[src/rtl/seq_divider_pkg.sv]
// Shared definitions for the sequential divider: FSM state encoding.
package seq_divider_pkg;

    // Divider control states; IDLE is the only state that accepts a new start.
    typedef enum logic [1:0] {
        ST_IDLE = 2'd0,
        ST_CALC = 2'd1,
        ST_FIX  = 2'd2,
        ST_DONE = 2'd3
    } state_t;

    // Largest number of quotient bits retired per cycle that the datapath supports.
    localparam int BPC_MAX = 2;

endpackage

[src/rtl/seq_divider_if.sv]
// Request/response bundle of the sequential divider (start/ready/done_tick handshake).
interface seq_divider_if #(
    parameter int W = 16
);
    logic         start;
    logic         signed_op;
    logic         abort;
    logic [W-1:0] dvnd;
    logic [W-1:0] dvsr;
    logic [W-1:0] quo;
    logic [W-1:0] rmd;
    logic         div_zero;
    logic         ovf;
    logic         ready;
    logic         done_tick;

    // Requester side: issues operations and observes results.
    modport master (
        output start, signed_op, abort, dvnd, dvsr,
        input  quo, rmd, div_zero, ovf, ready, done_tick
    );

    // Divider side: accepts operations and presents results.
    modport slave (
        input  start, signed_op, abort, dvnd, dvsr,
        output quo, rmd, div_zero, ovf, ready, done_tick
    );
endinterface

[src/rtl/seq_divider_step.sv]
// One restoring-division iteration: shift the next dividend bit into the
// partial remainder and subtract the divisor if that does not borrow.
module seq_divider_step #(
    parameter int W = 16
) (
    input  logic [W-1:0] rem_in,
    input  logic [W-1:0] dvsr,
    input  logic         next_bit,
    output logic [W-1:0] rem_out,
    output logic         qbit
);
    logic [W:0]   shifted_s;
    logic [W+1:0] trial_s;
    logic         trial_unused_s;

    // A non-borrowing trial is always below the divisor, so its bit W is zero.
    assign trial_unused_s = trial_s[W];

    // Trial subtraction with one guard bit; the top bit is the borrow.
    always_comb begin
        shifted_s = {rem_in, next_bit};
        trial_s   = {1'b0, shifted_s} - {2'b00, dvsr};
        if (trial_s[W+1]) begin
            // Borrow: restore, the shifted remainder stays below the divisor.
            rem_out = shifted_s[W-1:0];
            qbit    = 1'b0;
        end else begin
            rem_out = trial_s[W-1:0];
            qbit    = 1'b1;
        end
    end

endmodule

[src/rtl/seq_divider.sv]
// Multi-cycle restoring integer divider with signed/unsigned mode, 1 or 2
// quotient bits per cycle, divide-by-zero and signed-overflow flags, abort.
// Signed operations divide magnitudes and fix the signs afterwards, so the
// quotient truncates toward zero and the remainder follows the dividend.
module seq_divider
    import seq_divider_pkg::*;
#(
    parameter int W         = 16,
    parameter int BPC       = 1,
    parameter int SIGNED_EN = 1
) (
    input  logic         clk,
    input  logic         reset,
    seq_divider_if.slave bus
);
    localparam int N     = W / BPC;
    localparam int CNT_W = (N > 1) ? $clog2(N) : 1;
    localparam logic [CNT_W-1:0] CNT_LAST = CNT_W'(N - 1);
    localparam logic [CNT_W-1:0] CNT_ZERO = {CNT_W{1'b0}};
    localparam logic [W-1:0] ZERO_W = {W{1'b0}};
    localparam logic [W-1:0] ONES_W = {W{1'b1}};
    localparam logic [W-1:0] MIN_W  = {1'b1, {(W-1){1'b0}}};

    // Two's-complement negation with W-bit wrap.
    function automatic logic [W-1:0] neg_w(input logic [W-1:0] x);
        neg_w = ~x + {{(W-1){1'b0}}, 1'b1};
    endfunction

    // Magnitude of x when interpreted as signed; identity for unsigned.
    function automatic logic [W-1:0] abs_w(input logic [W-1:0] x, input logic is_signed);
        if (is_signed && x[W-1]) begin
            abs_w = neg_w(x);
        end else begin
            abs_w = x;
        end
    endfunction

    state_t           state_r;
    logic [CNT_W-1:0] cnt_r;
    logic [W-1:0]     rem_r;        // partial remainder (upper half of shift register)
    logic [W-1:0]     dvd_r;        // dividend bits shifting out, quotient bits shifting in
    logic [W-1:0]     dvsr_r;       // divisor magnitude
    logic             sign_q_r;
    logic             sign_r_r;
    logic             ovf_pend_r;
    logic [W-1:0]     quo_r;
    logic [W-1:0]     rmd_r;
    logic             div_zero_r;
    logic             ovf_r;
    logic             ready_r;
    logic             done_tick_r;

    logic             sgn_s;
    logic [W-1:0]     rem_chain_s [0:BPC];
    logic [BPC-1:0]   qbits_s;
    logic [W-1:0]     dvd_next_s;

    assign sgn_s = (SIGNED_EN != 0) ? bus.signed_op : 1'b0;

    // Chain of BPC restoring steps evaluated within one CALC cycle, MSB first.
    assign rem_chain_s[0] = rem_r;
    for (genvar g = 0; g < BPC; g++) begin : g_step
        seq_divider_step #(.W(W)) u_step (
            .rem_in   (rem_chain_s[g]),
            .dvsr     (dvsr_r),
            .next_bit (dvd_r[W-1-g]),
            .rem_out  (rem_chain_s[g+1]),
            .qbit     (qbits_s[BPC-1-g])
        );
    end

    assign dvd_next_s = {dvd_r[W-BPC-1:0], qbits_s};

    // Control FSM, operand registers and registered result outputs.
    always_ff @(posedge clk or posedge reset) begin
        if (reset) begin
            state_r     <= ST_IDLE;
            cnt_r       <= CNT_ZERO;
            rem_r       <= ZERO_W;
            dvd_r       <= ZERO_W;
            dvsr_r      <= ZERO_W;
            sign_q_r    <= 1'b0;
            sign_r_r    <= 1'b0;
            ovf_pend_r  <= 1'b0;
            quo_r       <= ZERO_W;
            rmd_r       <= ZERO_W;
            div_zero_r  <= 1'b0;
            ovf_r       <= 1'b0;
            ready_r     <= 1'b1;
            done_tick_r <= 1'b0;
        end else begin
            done_tick_r <= 1'b0;
            case (state_r)
                ST_IDLE: begin
                    // start outranks abort here; abort has no effect in IDLE.
                    if (bus.start) begin
                        sign_q_r   <= sgn_s & (bus.dvnd[W-1] ^ bus.dvsr[W-1]);
                        sign_r_r   <= sgn_s & bus.dvnd[W-1];
                        ovf_pend_r <= sgn_s & (bus.dvnd == MIN_W) & (bus.dvsr == ONES_W);
                        dvd_r      <= abs_w(bus.dvnd, sgn_s);
                        dvsr_r     <= abs_w(bus.dvsr, sgn_s);
                        rem_r      <= ZERO_W;
                        cnt_r      <= CNT_ZERO;
                        ovf_r      <= 1'b0;
                        ready_r    <= 1'b0;
                        if (bus.dvsr == ZERO_W) begin
                            // Divide by zero: report immediately with the raw dividend.
                            quo_r       <= ONES_W;
                            rmd_r       <= bus.dvnd;
                            div_zero_r  <= 1'b1;
                            done_tick_r <= 1'b1;
                            state_r     <= ST_DONE;
                        end else begin
                            div_zero_r <= 1'b0;
                            state_r    <= ST_CALC;
                        end
                    end else begin
                        ready_r <= 1'b1;
                        state_r <= ST_IDLE;
                    end
                end
                ST_CALC: begin
                    if (bus.abort) begin
                        ready_r <= 1'b1;
                        state_r <= ST_IDLE;
                    end else begin
                        rem_r <= rem_chain_s[BPC];
                        dvd_r <= dvd_next_s;
                        if (cnt_r == CNT_LAST) begin
                            state_r <= ST_FIX;
                        end else begin
                            cnt_r   <= cnt_r + {{(CNT_W-1){1'b0}}, 1'b1};
                            state_r <= ST_CALC;
                        end
                    end
                end
                ST_FIX: begin
                    if (bus.abort) begin
                        ready_r <= 1'b1;
                        state_r <= ST_IDLE;
                    end else begin
                        // MIN / -1 needs no special case: |MIN| negated wraps back to MIN.
                        quo_r       <= sign_q_r ? neg_w(dvd_r) : dvd_r;
                        rmd_r       <= sign_r_r ? neg_w(rem_r) : rem_r;
                        ovf_r       <= ovf_pend_r;
                        done_tick_r <= 1'b1;
                        state_r     <= ST_DONE;
                    end
                end
                ST_DONE: begin
                    ready_r <= 1'b1;
                    state_r <= ST_IDLE;
                end
                default: begin
                    ready_r <= 1'b1;
                    state_r <= ST_IDLE;
                end
            endcase
        end
    end

    assign bus.quo       = quo_r;
    assign bus.rmd       = rmd_r;
    assign bus.div_zero  = div_zero_r;
    assign bus.ovf       = ovf_r;
    assign bus.ready     = ready_r;
    assign bus.done_tick = done_tick_r;

endmodule

[src/flat_wrapper.sv]
// flat-port wrapper written by rule: the top's interface ports become plain ports
module seq_divider_flat import seq_divider_pkg::*;
#(
    parameter int W         = 16,
    parameter int BPC       = 1,
    parameter int SIGNED_EN = 1
)
  (clk, reset, bus_start, bus_signed_op, bus_abort, bus_dvnd, bus_dvsr, bus_quo, bus_rmd, bus_div_zero, bus_ovf, bus_ready, bus_done_tick);
  seq_divider_if #(.W(W)) bus_i ();
  input  logic clk;
  input  logic reset;
  input wire logic [$bits(bus_i.start)-1:0] bus_start;
  input wire logic [$bits(bus_i.signed_op)-1:0] bus_signed_op;
  input wire logic [$bits(bus_i.abort)-1:0] bus_abort;
  input wire logic [$bits(bus_i.dvnd)-1:0] bus_dvnd;
  input wire logic [$bits(bus_i.dvsr)-1:0] bus_dvsr;
  output wire logic [$bits(bus_i.quo)-1:0] bus_quo;
  output wire logic [$bits(bus_i.rmd)-1:0] bus_rmd;
  output wire logic [$bits(bus_i.div_zero)-1:0] bus_div_zero;
  output wire logic [$bits(bus_i.ovf)-1:0] bus_ovf;
  output wire logic [$bits(bus_i.ready)-1:0] bus_ready;
  output wire logic [$bits(bus_i.done_tick)-1:0] bus_done_tick;
  assign bus_i.start = bus_start;
  assign bus_i.signed_op = bus_signed_op;
  assign bus_i.abort = bus_abort;
  assign bus_i.dvnd = bus_dvnd;
  assign bus_i.dvsr = bus_dvsr;
  assign bus_quo = bus_i.quo;
  assign bus_rmd = bus_i.rmd;
  assign bus_div_zero = bus_i.div_zero;
  assign bus_ovf = bus_i.ovf;
  assign bus_ready = bus_i.ready;
  assign bus_done_tick = bus_i.done_tick;
  seq_divider #(.W(W), .BPC(BPC), .SIGNED_EN(SIGNED_EN)) u_core (.clk(clk), .reset(reset), .bus(bus_i));
endmodule
[config.mk]
export PLATFORM = sky130hd
export DESIGN_NAME = seq_divider_flat
export DESIGN_NICKNAME = d
export VERILOG_FILES = /design/src/rtl/seq_divider_pkg.sv /design/src/rtl/seq_divider_if.sv /design/src/rtl/seq_divider_step.sv /design/src/rtl/seq_divider.sv /design/src/flat_wrapper.sv
export SDC_FILE = /design/constraint.sdc
export NUM_CORES = 1
export LEC_CHECK = 0
export ABC_AREA = 1
export CORE_UTILIZATION = 42
export CTS_CLUSTER_SIZE = 16
export DETAILED_ROUTE_END_ITERATION = 8
export GPL_TIMING_DRIVEN = 0
export MAX_ROUTING_LAYER = met4
export PLACE_DENSITY = 0.73
export SLEW_MARGIN = 20
export SYNTH_ARGS = -nofsm -noshare
export SYNTH_HDL_FRONTEND = slang
export SYNTH_SLANG_ARGS = --single-unit
export TNS_END_PERCENT = 100
[constraint.sdc]
create_clock -name clk -period 4.3 [get_ports clk]
set_clock_uncertainty 0.05 [all_clocks]
set_input_delay 1.29 -clock clk [delete_from_list [all_inputs] [get_ports clk]]
set_output_delay 1.29 -clock clk [all_outputs]
set_load 0.1 [all_outputs]
Yosys cells after proc, flatten, opt, wreduce, memory -nomap -nowiden
Cells that the tools add are included.
- bits in registers: 93
- input bits: 37
- output and inout bits: 36
- logic and storage cells: 93
- add/subtract/negate cells: 6
- eq/ne operators: 12
- multiplexer cells: 40
- bitwise operators: 9
- reductions and logical operators: 12
- operators with widths (operator ; count):
    16-bit 2-to-1 mux ; 15
    16-bit one-hot mux with 2 select lines ; 4
    16-bit by 1-bit adder with 16-bit output, second input constant ; 4
    16-bit NOT ; 4
    16-bit equality test, second input constant ; 2
    17-bit by 16-bit subtractor with 18-bit output ; 1
    16-bit zero test ; 1
    4-bit 2-to-1 mux ; 3
    2-bit 2-to-1 mux ; 5
    1-bit 2-to-1 mux ; 8
    2-bit != test, second input constant ; 4
    2-bit one-hot mux with 4 select lines ; 1
    4-bit one-hot mux with 2 select lines ; 1
    4-bit AND reduction ; 2
    3-bit AND reduction ; 2
    4-bit by 1-bit adder with 4-bit output, second input constant ; 1
    1-bit bitwise AND ; 4
    2-bit equality test, second input constant ; 2
    4-bit equality test, second input constant ; 1
    2-bit by 1-bit != test with 1-bit output, second input constant ; 2
    1-bit one-hot mux with 2 select lines ; 2
    2-bit nonzero test ; 2
    1-bit one-hot mux with 3 select lines ; 1
    2-bit by 1-bit equality test with 1-bit output, second input constant ; 1
    other kinds (5) ; 6

Depth between registers and ports, before layout
Gate-level depths: netlist (run 1).
- depth in word-level cells: 5
- depth in mapped cells: 14
- mapped depth without buffers: 14

Hierarchy
From an unflattened synthesis (run 1), not the netlist that was laid out.
- cell total of the unflattened synthesis: 1116
- area, all modules: 7098.1 µm²
- by module, submodules not included (module ; times used ; cells each ; area each (µm²) ; sequential area each (µm²)):
    seq_divider ; 1 ; 862 ; 5766.8 ; 2328.5
    seq_divider_step ; 1 ; 254 ; 1331.3 ; 0.0

Worst setup path after synthesis (run 1)
OpenSTA, ideal clock, no wires.
- path kind: input -> register
- start: in bus_dvsr[1]
- end: reg u_core.quo_r[11], in the netlist u_core.bus.quo[11]
- arrival time: 2.435 ns
- data required time: 4.127 ns
- path slack: 1.692 ns
- stages: 11
- path buffers: 2
- cells stage by stage: inv_1 -> ha_1 -> nand3_1 -> nor2_2 -> nand3_1 -> o21ai_2 -> nand2_4 -> buf_6 -> buf_6 -> nand2_1 -> nand2_1
- cells in the longest elaborated chain, start to end: 3
- RTL lines (element ; RTL line ; source):
    start: declaration ; flat_wrapper.sv:16 ; input wire logic [$bits(bus_i.dvsr)-1:0] bus_dvsr;
    16-bit zero test ; seq_divider.sv:106 ; if (bus.dvsr == ZERO_W) begin
    2-bit by 1-bit != test with 1-bit output (no line) ; -- ;
    4-bit AND reduction (no line) ; -- ;
    end signal: assignment ; seq_divider.sv:143 ; quo_r <= sign_q_r ? neg_w(dvd_r) : dvd_r;
    end: declaration ; seq_divider.sv:46 ; logic [W-1:0] quo_r;
No other way between the ends.
A chain may end at the register's enable or synchronous reset.

Worst setup path in the final report (run 1)
- start: reg u_core.ready_r, in the netlist u_core.bus.ready
- end: out bus_ready
- RTL lines (element ; RTL line ; source):
    start: declaration ; seq_divider.sv:50 ; logic ready_r;
    start signal: assignment ; seq_divider.sv:89 ; ready_r <= 1'b1;
    start signal: assignment ; seq_divider.sv:105 ; ready_r <= 1'b0;
    start signal: assignment ; seq_divider.sv:118 ; ready_r <= 1'b1;
    end: declaration ; flat_wrapper.sv:21 ; output wire logic [$bits(bus_i.ready)-1:0] bus_ready;
No word-level cell between the ends.

==> results of run 1 <==
area by class of cell:
type / count / area, sq um / area share
tap: 216 / 270 / 0.0331
inverter: 148 / 562 / 0.0687
timing repair buffer: 73 / 748 / 0.0915
buffer: 29 / 166 / 0.0204
clock buffer: 10 / 239 / 0.0292
sequential: 93 / 2330 / 0.285
clock inverter: 6 / 53.8 / 0.00658
multi-input combinational: 766 / 3810 / 0.466
stage by stage:
step	hold WS, ns	utilization	TNS (ns)	worst slack (ns)
2_1_floorplan	0.403	-	0	0.541
3_3_place_gp	0.414	0.494	-89.43	-0.979
3_5_place_dp	0.416	0.496	0	0.771
4_1_cts	0.435	0.515	0	0.931
5_1_grt	0.454	0.515	0	0.928
6_report	0.430	0.515	0	0.948
synth_stat cells, types with 2 or more instances:
cell type,n
nand3_2,4
o21ai_0,88
nor3_1,11
o211ai_1,5
nor2_2,4
xnor2_1,5
nand3_1,118
or2_2,2
inv_1,141
ha_1,26
nand2_4,4
nand2_2,3
nor2_1,102
o21ai_2,2
nand2_1,302
dfrtp_1,92
inv_2,3
a21oi_1,30
xor2_1,23
nor4_1,2
and2_1,2
clkbuf_1,17
nand4_1,15
o22ai_1,2
buf_2,4
buf_6,5
a31oi_1,2
clkinv_1,3
metal layers:
metal  wire length (um)  part of all wire  vias up
met5                  0                 0        -
met1               9930              0.49     3244
met3               1240             0.062       26
met2               8560              0.42      241
met4                412             0.020        0
li1                   -                 -     3491
power groups by stage:
stage	logic, mW	registers [mW]	clock network, mW
after floorplan	2.27	1.58	0
after global placement	3.21	1.39	0
after detailed placement	3.25	1.39	0
after CTS	3.27	1.38	0.807
after global routing	3.72	1.41	0.843
final	3.29	1.38	0.799
worst max path at each step:
stage / from / end / cells past startpoint
floorplan: reset / u_core.bus.div_zero / 1
global placement: reset / u_core.cnt_r[2] / 2
detailed placement: bus_dvsr[0] / u_core.bus.quo[4] / 11
CTS: u_core.bus.ready / bus_ready / 1
global route: u_core.bus.ready / bus_ready / 1
finish: u_core.bus.ready / bus_ready / 1
cells in the final DEF, fill, tap and decap left out, types with 3 or more instances in the layout:
cell / count
a21oi_1: 30
nand3_1: 118
nand2_4: 4
xor2_1: 23
xnor2_1: 5
clkinvlp_4: 3
inv_1: 140
nand3_2: 4
nor2_2: 4
ha_1: 26
clkinv_1: 3
nand2_2: 3
o21ai_0: 88
dfrtp_1: 92
nor3_1: 11
nor2_1: 102
buf_6: 5
inv_2: 3
clkbuf_16: 9
nand2_1: 302
o211ai_1: 5
buf_2: 4
clkbuf_1: 17
clkdlybuf4s50_1: 72
nand4_1: 15
registers in the layout (all words and copies together) (netlist names):
name,flops
u_core.bus.div_zero,1
u_core.bus.done_tick,1
u_core.bus.ovf,1
u_core.bus.quo,16
u_core.bus.ready,1
u_core.bus.rmd,16
u_core.cnt_r,4
u_core.dvd_r,16
u_core.dvsr_r,16
u_core.ovf_pend_r,1
u_core.rem_r,16
u_core.sign_q_r,1
u_core.sign_r_r,1
u_core.state_r,2
kinds of logic after synthesis:
kind of cell | synth area share
mux | 0.00146
flops | 0.340
buf+inv | 0.105
xor+xnor | 0.0358
fa+ha+maj | 0.0504
simple gates | 0.358
compound gates | 0.109
==> flow_metrics.tcl, run 1 <==
set metrics [dict create \
    via_count 7002 \
    worstMarginPinSlew_ns 0.979 \
    final_cell_area_sq_mm 0.00817 \
    worstHoldPathCells 2 \
    start_kind "flop" \
    async_reset_ff_frac 1.00 \
    grt_use_total 0.263 \
    hold_viol_final 0 \
    setup_viol 0 \
    p_int_mw 2.66 \
    top_usage_layer "met1" \
    grt_start_max_net_pins 49 \
    critPathRequiredTime_ns 2.96 \
    cts-resized-gates 0 \
    maxCapViolCount 0 \
    dieArea_sq_mm 0.0168 \
    post_cts_buffers 0 \
    fin_cells 1341 \
    crit_chain "clkdlybuf4s50_1" \
    place_area_sq_mm 0.00788 \
    cpPeakStageDelay_ns 1.12 \
    critPathCaptureType "output pin" \
    drt-initial-drc-count 575 \
    n_antenna_cell 0 \
    drive_gt1_frac 0.0498 \
    drc_errors 0 \
    vdd_drop_max_uv 273 \
    r2r-end "u_core.dvd_r[0]" \
    cts_inserted_buffers 9 \
    cp_data_arrival_time_ns 2.01 \
    globalRouteOverflowTotal 0 \
    crit-reg2reg-launch "u_core.rem_r[11]" \
    synth_cells 1036 \
    pwr-share-clk 0.146 \
    worstHoldPathType "flop to flop" \
    cts_tree "built" \
    ctsHtreeMaxLevel 3 \
    met1_usage 0.381 \
    cts_sinks 93 \
    avgSynthCellArea_sq_um 6.62 \
    hp-start "u_core.bus.rmd[11]" \
    p_switching_mw 2.82 \
    finalMaxSlewViolations 0 \
    synth_seq_area_share 0.340 \
    grt_util_met3 0.0328 \
    path_max_fanout 2 \
    clk_pin_slew_worst_paths_ns 0.07 \
    first_pass_iters 5 \
    synth_edf_count 0 \
    syn_area_sq_mm 0.00686 \
    outcome "finished clean" \
    synthFlopType "dfrtp_1" \
    yosysTopAreaCellShare 0.336 \
    dp_cells 1325 \
    grt_pass1_vias 6304 \
    p_total_mw 5.48 \
    numPortBuffers 72 \
    core.rowCount 46 \
    path_buf_inv 1 \
    coreArea_sq_mm 0.0159 \
    globalRouteMet2Util 0.377 \
    antenna_found_initial 0 \
    synth_seq_cells 93 \
    grt_setup_unrepaired "no" \
    fill_cells 1652 \
    antenna_left 0 \
    critPathKind "flop to output pin" \
    min_period_ns 3.35 \
    area_growth_pct 19.2 \
    routabilityCongestion 0.967 \
    power_density_mw_per_mm2 670 \
    cts_hold_buf 0 \
    nets 1184 \
    clk_latency_ns 0.35 \
    clockBufferDepth 2 \
    leakagePower_nw 4.03 \
    synth.area.top_cells "dfrtp_1 34%, nand2_1 17%, nand3_1 8.6%, inv_1 7.7%, o21ai_0 6.4%" \
    via_per_inst 5.22 \
    cts_root_buf "clkbuf_16" \
    die_h_um 130 \
    die_w_um 130 \
    hpwlAfterDp_mm 16.2 \
    min_period_over_period 0.780 \
    crit_family "buffers and inverters" \
    regToRegSetupSlack_ns 1.96 \
    whs_endpoint "u_core.bus.rmd[11]" \
    drt-wirelength-per-cell_um 15.0 \
    maxSlewHeadroom 0.345 \
    synth_fp_nets 1100 \
    wirelength_mm 20.1 \
    fmax_mhz 298 \
    synth_top_cell_by_area "dfrtp_1" \
    yosys_warnings 0 \
    pin_count 73 \
    crit_path_top_delay_cell "clkdlybuf4s50_1" \
    grt_pass1_wl_mm 32.6 \
    p_sw_frac 0.514 \
    synth.distinct_cells 47 \
    start_util 0.432 \
    p_seq_frac 0.252 \
    comb_power_share 0.602 \
    rr_worst_depth 10 \
]
Note: power is estimated with default switching activity, not from simulation.
==> run 2: changes to the inputs <==
clock period = 3.4 ns   (was 4.3 ns; I/O delays follow)
==> run 2 against run 1 <==
Die area did not move. Global-route usage rose by 0.091 points. Sequential cell count unchanged. Worst setup slack got worse by 0.64 ns. Largest cell class unchanged. First-iteration DRC count rose by 27%. Routed wire length is 1.5% higher. Clock power is 26% higher. Largest power group unchanged. Cell count increased by 0.15%. Core utilization increased by 0.20 points. Register-to-register slack worse by 0.91 ns. Combinational power is 28% higher.
==> flow_metrics.tcl, run 2 (synthesis gave the netlist of run 1 again) <==
set metrics [dict create \
    fmax_mhz 323 \
    worstMarginPinSlew_ns 0.982 \
    start_util 0.432 \
    outcome "finished clean" \
    via_per_inst 5.21 \
    cpPeakStageDelay_ns 1.13 \
    grt_use_total 0.264 \
    r2r-end "u_core.dvd_r[0]" \
    antenna_left 0 \
    crit_family "buffers and inverters" \
    cts-resized-gates 0 \
    grt_pass1_vias 6507 \
    leakagePower_nw 4.05 \
    cp_data_arrival_time_ns 2.03 \
    grt_pass1_wl_mm 32.9 \
    n_antenna_cell 0 \
    crit_path_top_delay_cell "clkdlybuf4s50_1" \
    dieArea_sq_mm 0.0168 \
    worstHoldPathCells 2 \
    setup_tns_ns 0 \
    regToRegSetupSlack_ns 1.05 \
    cts_inserted_buffers 9 \
    coreArea_sq_mm 0.0159 \
    maxSlewHeadroom 0.343 \
    hpwlAfterDp_mm 16.2 \
    die_h_um 130 \
    hold_slack_ns 0.427 \
    start_kind "flop" \
    routabilityCongestion 0.974 \
    clk_latency_ns 0.36 \
    hp-start "u_core.bus.rmd[6]" \
    die_w_um 130 \
    cts_hold_buf 0 \
    post_cts_buffers 0 \
    grt_start_max_net_pins 28 \
    path_max_fanout 2 \
    clockBufferDepth 2 \
    cts_tree "built" \
    worstHoldPathType "flop to flop" \
    cts_root_buf "clkbuf_16" \
    drc_errors 0 \
    power_density_mw_per_mm2 849 \
    antenna_found_initial 0 \
    whs_endpoint "u_core.bus.rmd[6]" \
    first_pass_iters 6 \
    via_count 6994 \
    wirelength_mm 20.4 \
    globalRouteOverflowTotal 0 \
    numPortBuffers 72 \
    final_common_cell "nand2_1" \
    cts_sinks 93 \
    critPathCaptureType "output pin" \
    min_period_ns 3.10 \
    area_growth_pct 19.6 \
    finalMaxSlewViolations 0 \
    drt-initial-drc-count 730 \
    min_period_over_period 0.911 \
    vdd_drop_max_uv 364 \
    final_cell_mix "302 x nand2_1, 140 x inv_1, 118 x nand3_1" \
    crit-reg2reg-launch "u_core.rem_r[11]" \
    fill_cells 1616 \
    core.rowCount 46 \
    hold_viol_final 0 \
    clk_pin_slew_worst_paths_ns 0.07 \
    ctsHtreeMaxLevel 3 \
    crit_chain "clkdlybuf4s50_1" \
    critPathKind "flop to output pin" \
    setup_viol 0 \
    critPathRequiredTime_ns 2.33 \
    drive_gt1_frac 0.0515 \
    pin_count 73 \
    path_buf_inv 1 \
    maxCapViolCount 0 \
    grt_setup_unrepaired "no" \
    drt-wirelength-per-cell_um 15.2 \
    rr_worst_depth 10 \
    nets 1186 \
]
-- run 2: power by group --
part	total (mW)	switching, mW	leakage (nW)	internal [mW]
sequential	1.75	0.297	1.16	1.45
combinational	4.21	2.82	2.75	1.39
clock	1.01	0.485	0.135	0.529
total	6.97	3.60	4.05	3.37
-- run 2: worst max path at each step --
stage | start | end | slack, ns | cells past startpoint
4_1_cts | u_core.bus.ready | bus_ready | 0.29 | 1
3_3_place_gp | bus_dvsr[0] | u_core.bus.quo[4] | 0.19 | 11
6_report | u_core.bus.ready | bus_ready | 0.30 | 1
3_5_place_dp | bus_dvsr[0] | u_core.bus.quo[3] | 0.18 | 11
5_1_grt | u_core.bus.ready | bus_ready | 0.28 | 1
2_1_floorplan | bus_dvsr[1] | u_core.bus.quo[11] | 1.06 | 11
-- run 2: layer usage --
metal	vias up	track usage	wire length, um
met5	-	-	0
met4	0	0.0602	242
met3	23	0.0525	1810
met2	299	0.394	8840
met1	3170	0.367	9550
li1	3502	-	-
-- run 2: through the flow --
step	cells	instance area (sq um)	utilization	setup WS, ns	power [mW]
finish	1343	8210	0.517	0.304	6.97
global route	1343	8210	0.517	0.277	7.61
CTS	1343	8210	0.517	0.294	6.93
detailed placement	1327	7910	0.498	0.184	5.90
global placement	1324	7850	0.494	0.194	5.81
floorplan	1036	6860	-	1.06	4.86
-- run 2: area by class of cell --
class,instances,area [sq um],share of cell area
multi-input cells,766,3810,0.464
flip-flops and latches,93,2330,0.284
repair buffers,75,781,0.0952
inverters,148,561,0.0683
well taps,216,270,0.0329
clock buffers,10,239,0.0291
plain buffers,29,166,0.0203
clock inverters,6,53.8,0.00656
==> run 3: changes to the inputs <==
RECOVER_POWER = 100   (was not set)
TNS_END_PERCENT = not set   (was 100)
==> run 3 against run 2 <==
Maximum frequency decreased by 2.2%. Routed wire length about the same. Global-route usage is the same. Non-clock buffer count unchanged. Clock-buffer cell count stayed put. Critical path depth is the same. Critical endpoint unchanged.
==> flow_metrics.tcl, run 3 (synthesis gave the netlist of run 1 again) <==
set metrics [dict create \
    setup_tns_ns 0 \
    critPathCaptureType "output pin" \
    grt_setup_unrepaired "no" \
    cts_root_buf "clkbuf_16" \
    antenna_left 0 \
    path_buf_inv 1 \
    clk_pin_slew_worst_paths_ns 0.07 \
    hold_viol_final 0 \
    critPathRequiredTime_ns 2.33 \
    crit_chain "dlygate4sd3_1" \
    min_period_over_period 0.931 \
    drt-wirelength-per-cell_um 15.2 \
    grt_pass1_wl_mm 32.9 \
    worstMarginPinSlew_ns 0.992 \
    grt_use_total 0.264 \
    core.rowCount 46 \
    clockBufferDepth 2 \
    dieArea_sq_mm 0.0168 \
    cts_sinks 93 \
    cp_data_arrival_time_ns 2.10 \
    grt_pass1_vias 6507 \
    final_cell_mix "305 x nand2_1, 142 x inv_1, 118 x nand3_1" \
    first_pass_iters 6 \
    power_density_mw_per_mm2 850 \
    post_cts_buffers 0 \
    leakagePower_nw 4.07 \
    routabilityCongestion 0.974 \
    min_period_ns 3.17 \
    globalRouteOverflowTotal 0 \
    cts_tree "built" \
    worstHoldPathType "flop to flop" \
    cts_hold_buf 0 \
    maxCapViolCount 0 \
    outcome "finished clean" \
    crit_family "buffers and inverters" \
    vdd_drop_max_uv 364 \
    fill_cells 1627 \
    n_antenna_cell 0 \
    ctsHtreeMaxLevel 3 \
    start_kind "flop" \
    wirelength_mm 20.5 \
    via_per_inst 5.23 \
    p_total_mw 6.93 \
    fin_cells 1343 \
    antenna_found_initial 0 \
    die_h_um 130 \
    via_count 7024 \
    numPortBuffers 72 \
    drive_gt1_frac 0.0408 \
    pin_count 73 \
    final_common_cell "nand2_1" \
    fmax_mhz 316 \
    start_util 0.432 \
    crit_path_top_delay_cell "dlygate4sd3_1" \
    critPathKind "flop to output pin" \
    drt-initial-drc-count 681 \
    drc_errors 0 \
    clk_latency_ns 0.37 \
    area_growth_pct 18.9 \
    nets 1186 \
    crit-reg2reg-launch "u_core.state_r[0]" \
    critPathLaunch "u_core.bus.ready" \
    cpPeakStageDelay_ns 1.20 \
    hpwlAfterDp_mm 16.2 \
    place_area_sq_mm 0.00791 \
    cts_inserted_buffers 9 \
    path_max_fanout 2 \
    final_cell_area_sq_mm 0.00816 \
    maxSlewHeadroom 0.336 \
    finalMaxSlewViolations 0 \
    cts-resized-gates 0 \
    die_w_um 130 \
    coreArea_sq_mm 0.0159 \
    setup_viol 0 \
    grt_start_max_net_pins 28 \
    dp_cells 1327 \
    hp-start "u_core.bus.rmd[6]" \
]
==> run 3: final timing paths <==
path	endpoint	slack (ns)	cells after the start
min	u_core.bus.rmd[6]	0.42	2
max reg2reg	u_core.dvd_r[0]	0.83	8
min reg2reg	u_core.bus.rmd[6]	0.42	2
max in group asynchronous	u_core.dvd_r[1]	0.85	4
min in group asynchronous	u_core.bus.quo[0]	1.19	2
max	bus_ready	0.23	1
==> run 3: layout make-up <==
cell class	count	area [sq um]	share of cell area
multi-input cells	766	3780	0.464
repair buffers	75	766	0.0939
clock buffers	10	239	0.0293
plain buffers	29	155	0.0190
flip-flops and latches	93	2330	0.286
well taps	216	270	0.0331
inverters	148	558	0.0684
clock inverters	6	53.8	0.00660
==> run 3: routing by layer <==
layer	part of all wire	up-vias	GRT usage	routed length, um
met3	0.080	23	0.0525	1640
li1	-	3501	-	-
met4	0.011	0	0.0602	232
met5	0	-	-	0
met1	0.47	3216	0.367	9640
met2	0.44	284	0.394	8940
==> run 3: per-stage QoR <==
| stage | setup slack [ns] | util | hold WS (ns) |
|---|---|---|---|
| 2_1_floorplan | 1.06 | - | 0.403 |
| 3_3_place_gp | 0.194 | 0.494 | 0.414 |
| 3_5_place_dp | 0.184 | 0.498 | 0.416 |
| 4_1_cts | 0.294 | 0.517 | 0.435 |
| 5_1_grt | 0.147 | 0.513 | 0.459 |
| 6_report | 0.235 | 0.513 | 0.423 |
==> run 3: where the power goes <==
part | internal [mW] | total [mW] | leakage [nW] | switching (mW)
Sequential | 1.45 | 1.75 | 1.16 | 0.296
Combinational | 1.36 | 4.17 | 2.78 | 2.81
Clock | 0.529 | 1.01 | 0.135 | 0.486
Total | 3.34 | 6.93 | 4.07 | 3.60
